==> config.mk <==
export PLATFORM = sky130hd
export DESIGN_NAME = push_conditioner_flat
export DESIGN_NICKNAME = d
export VERILOG_FILES = /design/src/rtl/push_conditioner_if.sv /design/src/rtl/push_conditioner.sv /design/src/flat_wrapper.sv
export SDC_FILE = /design/constraint.sdc
export NUM_CORES = 1
export LEC_CHECK = 0
export CAP_MARGIN = 20
export CORE_ASPECT_RATIO = 1.2
export CORE_UTILIZATION = 50
export DETAILED_ROUTE_END_ITERATION = 6
export GPL_ROUTABILITY_DRIVEN = 0
export GPL_TIMING_DRIVEN = 0
export PLACE_DENSITY = 0.72
export SKIP_CTS_REPAIR_TIMING = 1
export SYNTH_ARGS = -nofsm -noshare
export SYNTH_HDL_FRONTEND = slang
export SYNTH_SLANG_ARGS = --single-unit
==> constraint.sdc <==
create_clock -name clk -period 3.8 [get_ports clk]
set_input_delay 0.76 -clock clk [delete_from_list [all_inputs] [get_ports clk]]
set_output_delay 0.76 -clock clk [all_outputs]
set_load 0.005 [all_outputs]
==> src/rtl/push_conditioner_if.sv <==
// push_conditioner_if: button inputs, enable and conditioned outputs.
// master drives push/en, slave is the conditioner.
interface push_conditioner_if #(
  parameter int CHANNELS = 2
);
  logic                en;
  logic [CHANNELS-1:0] push;
  logic [CHANNELS-1:0] pulse;
  logic [CHANNELS-1:0] level;
  logic                simul;

  modport master (
    output en,
    output push,
    input  pulse,
    input  level,
    input  simul
  );

  modport slave (
    input  en,
    input  push,
    output pulse,
    output level,
    output simul
  );
endinterface

==> src/rtl/push_conditioner.sv <==
// push_conditioner: per-channel 2-flop sync, debounce FSM and one-pulse.
// Optional auto-repeat while held and release-edge pulses.
module push_conditioner #(
  parameter int CHANNELS        = 2,
  parameter int DEBOUNCE_CYCLES = 4,
  parameter int REPEAT_DELAY    = 0,
  parameter int REPEAT_PERIOD   = 8,
  parameter int EDGE_MODE       = 0
) (
  input logic               clk,
  input logic               rst,
  push_conditioner_if.slave bus
);
  localparam int DW = $clog2(DEBOUNCE_CYCLES);
  localparam int HMAX =
    (REPEAT_DELAY > REPEAT_PERIOD) ? REPEAT_DELAY : REPEAT_PERIOD;
  localparam int HW = (HMAX < 2) ? 1 : $clog2(HMAX);

  localparam logic [DW-1:0] DC_LAST = DW'(DEBOUNCE_CYCLES - 1);
  localparam logic [HW-1:0] RD_LAST =
    (REPEAT_DELAY > 0) ? HW'(REPEAT_DELAY - 1) : '0;
  localparam logic [HW-1:0] RP_LAST = HW'(REPEAT_PERIOD - 1);
  localparam bit PRESS_ON = (EDGE_MODE != 1);
  localparam bit REL_ON   = (EDGE_MODE != 0);
  localparam bit RPT_ON   = (REPEAT_DELAY > 0);

  typedef enum logic [1:0] {
    IDLE,
    DB_PRESS,
    HELD,
    DB_RELEASE
  } state_t;

  logic [CHANNELS-1:0] s1;
  logic [CHANNELS-1:0] s2;
  logic [CHANNELS-1:0] per;
  logic [CHANNELS-1:0] fire;
  logic [CHANNELS-1:0] ev;
  logic [CHANNELS-1:0] nxt_pulse;

  state_t        st [CHANNELS];
  logic [DW-1:0] dc [CHANNELS];
  logic [HW-1:0] hc [CHANNELS];

  // per=0 counts toward the first repeat, per=1 toward later ones
  always_comb begin
    fire = '0;
    ev   = '0;
    for (int c = 0; c < CHANNELS; c++) begin
      fire[c] = RPT_ON && s2[c] &&
        (per[c] ? (hc[c] == RP_LAST) : (hc[c] == RD_LAST));
      unique case (st[c])
        DB_PRESS:
          ev[c] = PRESS_ON && s2[c] && (dc[c] == DC_LAST);
        HELD:
          ev[c] = PRESS_ON && fire[c];
        DB_RELEASE:
          ev[c] = REL_ON && !s2[c] && (dc[c] == DC_LAST);
        default:
          ev[c] = 1'b0;
      endcase
    end
  end

  assign nxt_pulse = bus.en ? ev : '0;

  always_ff @(posedge clk) begin
    if (!rst) begin
      s1        <= '0;
      s2        <= '0;
      per       <= '0;
      bus.pulse <= '0;
      bus.level <= '0;
      bus.simul <= 1'b0;
      for (int c = 0; c < CHANNELS; c++) begin
        st[c] <= IDLE;
        dc[c] <= '0;
        hc[c] <= '0;
      end
    end else begin
      s1        <= bus.push;
      s2        <= s1;
      bus.pulse <= nxt_pulse;
      bus.simul <= ($countones(nxt_pulse) > 1);
      for (int c = 0; c < CHANNELS; c++) begin
        unique case (st[c])
          IDLE: begin
            if (s2[c]) begin
              st[c] <= DB_PRESS;
              dc[c] <= DW'(1);
            end
          end
          DB_PRESS: begin
            if (!s2[c]) begin
              st[c] <= IDLE;
              dc[c] <= '0;
            end else if (dc[c] == DC_LAST) begin
              st[c]        <= HELD;
              bus.level[c] <= 1'b1;
              hc[c]        <= '0;
              per[c]       <= 1'b0;
            end else begin
              dc[c] <= dc[c] + DW'(1);
            end
          end
          HELD: begin
            if (!s2[c]) begin
              st[c] <= DB_RELEASE;
              dc[c] <= DW'(1);
            end else if (fire[c]) begin
              hc[c]  <= '0;
              per[c] <= 1'b1;
            end else begin
              hc[c] <= hc[c] + HW'(1);
            end
          end
          DB_RELEASE: begin
            if (s2[c]) begin
              st[c] <= HELD;
            end else if (dc[c] == DC_LAST) begin
              st[c]        <= IDLE;
              bus.level[c] <= 1'b0;
              dc[c]        <= '0;
            end else begin
              dc[c] <= dc[c] + DW'(1);
            end
          end
          default: st[c] <= IDLE;
        endcase
      end
    end
  end
endmodule

==> src/flat_wrapper.sv <==
// flat-port wrapper written by rule: the top's interface ports become plain ports
module push_conditioner_flat 
#(
  parameter int CHANNELS        = 2,
  parameter int DEBOUNCE_CYCLES = 4,
  parameter int REPEAT_DELAY    = 0,
  parameter int REPEAT_PERIOD   = 8,
  parameter int EDGE_MODE       = 0
)
  (clk, rst, bus_en, bus_push, bus_pulse, bus_level, bus_simul);
  push_conditioner_if #(.CHANNELS(CHANNELS)) bus_i ();
  input logic clk;
  input logic rst;
  input wire logic [$bits(bus_i.en)-1:0] bus_en;
  input wire logic [$bits(bus_i.push)-1:0] bus_push;
  output wire logic [$bits(bus_i.pulse)-1:0] bus_pulse;
  output wire logic [$bits(bus_i.level)-1:0] bus_level;
  output wire logic [$bits(bus_i.simul)-1:0] bus_simul;
  assign bus_i.en = bus_en;
  assign bus_i.push = bus_push;
  assign bus_pulse = bus_i.pulse;
  assign bus_level = bus_i.level;
  assign bus_simul = bus_i.simul;
  push_conditioner #(.CHANNELS(CHANNELS), .DEBOUNCE_CYCLES(DEBOUNCE_CYCLES), .REPEAT_DELAY(REPEAT_DELAY), .REPEAT_PERIOD(REPEAT_PERIOD), .EDGE_MODE(EDGE_MODE)) u_core (.clk(clk), .rst(rst), .bus(bus_i));
endmodule
---- After elaboration in Yosys (flattened, before gate mapping) ----
Memories as Yosys holds them, arrays and structs flattened.
Cells that the tools add are included.
storage, ports and cells
  register bits ........................... 9
  memory bits (writable) .................. 8
  bits of input ports ..................... 5
  output and inout bits ................... 5
  word-level logic and storage cells ...... 162
  memories kept ........................... 2
memories
  name       words  width  rd ports  clocked after Yosys merged registers in  wr ports  line                    text
  u_core.dc  2      2      2         0                                        2         push_conditioner.sv:42  logic [DW-1:0] dc [CHANNELS];
  u_core.st  2      2      2         0                                        2         push_conditioner.sv:41  state_t st [CHANNELS];
operators by class
  add/sub/neg operators ................... 3
  magnitude comparators ................... 1
  eq/ne operators ......................... 16
  mux-type cells .......................... 102
  bitwise operators ....................... 24
  reduce and logical (&&, ||, !) cells .... 8
operators by type and width
  cell                                                                   number
  1-bit two-way mux                                                      75
  2-bit two-way mux                                                      25
  32-bit by 2-bit > comparator with 1-bit output, second input constant  1
  1-bit OR                                                               24
  2-bit equality test, second input constant                             6
  2-bit by 1-bit != test with 1-bit output, second input constant        6
  5-bit AND reduction                                                    2
  2-bit by 1-bit adder with 2-bit output, second input constant          2
  2-bit by 1-bit equality test with 1-bit output, second input constant  2
  2-bit logical NOT                                                      2
  2-bit != test, second input constant                                   2
  1-bit one-hot mux with 2 select lines                                  2
  2-bit nonzero test                                                     2
  1-bit by 1-bit adder with 2-bit output                                 1
  1-bit logical AND                                                      2

---- Logic depth before layout (Yosys ltp) ----
An unclocked memory read counts as a cell.
  depth in word-level cells ............... 11
  depth in mapped cells ................... 5
  depth with buffers taken out ............ 5

---- Worst setup path before layout ----
OpenSTA, ideal clock, no wires.
  path type ............................... input to register
  from .................................... input port rst
  to ...................................... memory u_core.dc[0][0] in the netlist's numbering, data pin
  arrival ................................. 1.366 ns
  required time ........................... 3.534 ns
  slack ................................... 2.168 ns
  cell stages on the path ................. 4
  buffers on the path ..................... 1
  path through ............................ clkbuf_1 -> nand2_1 -> nor3b_1 -> a211oi_1
RTL lines
  item                line                    text
  start: declaration  flat_wrapper.sv:13      input logic rst;
  end: declaration    push_conditioner.sv:42

==> impl_results.md <==
- Final setup viols: 0
- Dpl cell area: 985 um^2
- WS Path Type: in2reg
- Switching Share: between 30% and 40%
- # IOs: 10
- Layout net count: about 110
- Port bufs: 9
- Crit path time final: about 2.2 ns
- Register area: 420 um^2
- Total Routing Usage GR: 20.3%
- Core area: about 0.0016 mm^2
- Largest vdd supply drop: around 0.32 mV
- Slew of the pin with the lowest slew margin: between 0.3 and 0.4 ns
- Drt wl/cell: between 10 and 15 um
- HPWL after DPL: 1190 um
- Synth warnings: 0
- Die ar.: about 0.0019 mm^2
- Initial antenna violation count: 0
- Via density: a little under 6
- Final number of hold-violating endpoints: 0
- Initial DRT Pass Iterations: 4
- Final worst slack: ~1.6 ns
- Chip Height: 47.8 um
- Share of layout cells above drive strength 1: a little under 10%
- Net switching power: about 0.22 mW
- Clock-pin slew on the worst setup and hold paths: about 0.1 ns
- Vias: slightly above 700
- CTS Root Cell: clkbuf_4
- Crit path launch type: input port
- RSZ-0062 raised after global routing: no
- Initial DRC Count: 16
- Clock group share of total power: about 16%
- Pleak: approximately 0.38 nW
- Antenna diode count: 0
- Largest net degree at the start of global routing: 11
- Multi-input gate area: ~410 um^2
- Seq/Total Area, Yosys: 48.2%
- Commonest non-fill, non-tap cells in the layout: nand2_1, clkdlybuf4s50_1, dfxtp_1
- Final WL: about 1600 um
- Pre-CTS WS: around 1.3 ns
- CTS Buf Count: 3
- Pwr per Cell Area: 596 mW/mm^2
- Total grt overflow: 0
- Worst slew margin: around 75%
- Rows: 16
- Filler Cells Inserted: between 100 and 150
- Max frequency: 463 MHz
- Mapped Cells: 91
- Synthesized flop and latch total: 17
- CP arrival: around 2.2 ns
- Worst min-delay path class: reg2reg
- Slew Viols, Final: 0
- Required time worst endpoint: 3.85 ns
- Initial Util: between 50% and 60%
- Combinational share of power: about two fifths
- Sequential share of power: 45.3%
- Avg Cell Area, Syn: 9.58 um^2
- Vias in the first global route: slightly above 600
- Status: completed
- Global-route wire length before repair: approximately 2600 um
- Routed Antenna Nets: 0
- Core Util, Final: 61.7%
- Clk_lat worst skew: 0.30 ns
- Critical Path Fanout Max: 10
- Layout area overhead: 16.1%
- CTS tree: yes
- Max-Cap Viols: 0
- Syn Nets: a little under 100
- Clk sink count: 17
- Die Width: 40.1 um
- Synth Cell Area: just under 900 um^2
- Post-route cell area: about 0.001 mm^2
- Clock Skew: between 0.003 and 0.004 ns
- Setup TNS: 0 ns
- Htree depth: 1
- Kind of end point of the critical path: flip-flop
- Unique masters post-synth: 33
- Clk buf depth: 2
- Detailed-route DRC error count: 0
- Power Internal: a little under 0.4 mW
- Tcrit/Tclk final: roughly 57%
power by group through the flow:
stage	clock network, mW	registers (mW)	logic [mW]
4_1_cts	0.0991	0.273	0.232
6_report	0.0985	0.273	0.232
5_1_grt	0.108	0.278	0.261
3_3_place_gp	0	0.276	0.221
2_1_floorplan	0	0.270	0.185
3_5_place_dp	0	0.277	0.230
layer usage:
layer  up-vias  global-route usage (%)  part of all wire [%]
met5         -                       0                     0
met4         0                    10.3                   1.9
met3         4                    2.79                   3.3
met2        17                    35.2                    49
met1       334                    24.1                    46
li1        351                       -                     -
metrics by stage:
| stage | cells | total power, mW | hold WS [ns] |
|---|---|---|---|
| after global routing | 122 | 0.646 | 0.467 |
| after detailed placement | 118 | 0.508 | 0.431 |
| after global placement | 118 | 0.497 | 0.415 |
| after floorplan | 91 | 0.455 | 0.412 |
| after CTS | 122 | 0.604 | 0.456 |
| final | 122 | 0.604 | 0.451 |
path summary, 6_finish.rpt:
kind,start,endpoint,slack [ns],cells past startpoint
max reg2reg,u_core.dc[0][0]$_SDFFCE_PN0P_,u_core.dc[1][0]$_DFFE_PP_,2.12,5
min,u_core.s1[1]$_SDFF_PN0_,u_core.s2[1]$_SDFF_PN0_,0.45,1
min reg2reg,u_core.s1[1]$_SDFF_PN0_,u_core.s2[1]$_SDFF_PN0_,0.45,1
max,rst,u_core.dc[0][0]$_SDFFCE_PN0P_,1.64,5
kinds of logic after synthesis:
family                   share of synthesized area, %
AND/OR/NAND/NOR                                  21.8
AO/OA/AOI/OAI                                    15.9
flip-flops                                       48.2
buffers and inverters                            4.59
XOR/XNOR                                         4.02
adder cells (fa/ha/maj)                          4.30
multiplexers                                     1.15
flip-flops by register name (all words and copies together), names as in the netlist:
signal	cells
u_core.bus.simul	1
u_core.s1	2
u_core.s2	2
u_core.bus.level	2
u_core.bus.pulse	2
u_core.st	4
u_core.dc	4
worst max-delay path: stages:
cell and delay [ns]:
clkdlybuf4s50_1 0.55, clkbuf_1 0.34, nand2_1 0.16, nor3b_1 0.28
a211oi_1 0.12
cell type report:
class	instances	area share, %
flip-flops and latches	17	41.5
multi-input cells	65	40.7
repair buffers	9	8.90
plain buffers	6	2.84
clock buffers	3	2.22
well taps	18	2.22
inverters	3	1.11
clock inverters	1	0.494
synth_stat cells, drive strengths merged:
library cell	number	area (um^2)
inv	2	7.51
and3	2	12.5
xor2	1	8.76
nand3	4	20.0
mux2i	1	10.0
nor2b	1	6.26
nor3	3	15.0
o21ai	5	25.0
clkinv	1	3.75
nor3b	3	22.5
a22o	1	8.76
a221oi	1	8.76
nand2	9	33.8
nand2b	2	12.5
and3b	1	8.76
dfxtp	9	180
nor2	4	15.0
a31o	1	8.76
o21a	2	15.0
xnor2	3	26.3
ha	3	37.5
buf	5	25.0
or3	2	12.5
o22a	1	8.76
a211oi	2	15.0
and2	5	31.3
o22ai	2	12.5
a21o	1	7.51
edfxtp	8	240
clkbuf	1	3.75
a41oi	1	8.76
a21oi	4	20.0
Note: power is estimated with default switching activity, not from simulation.
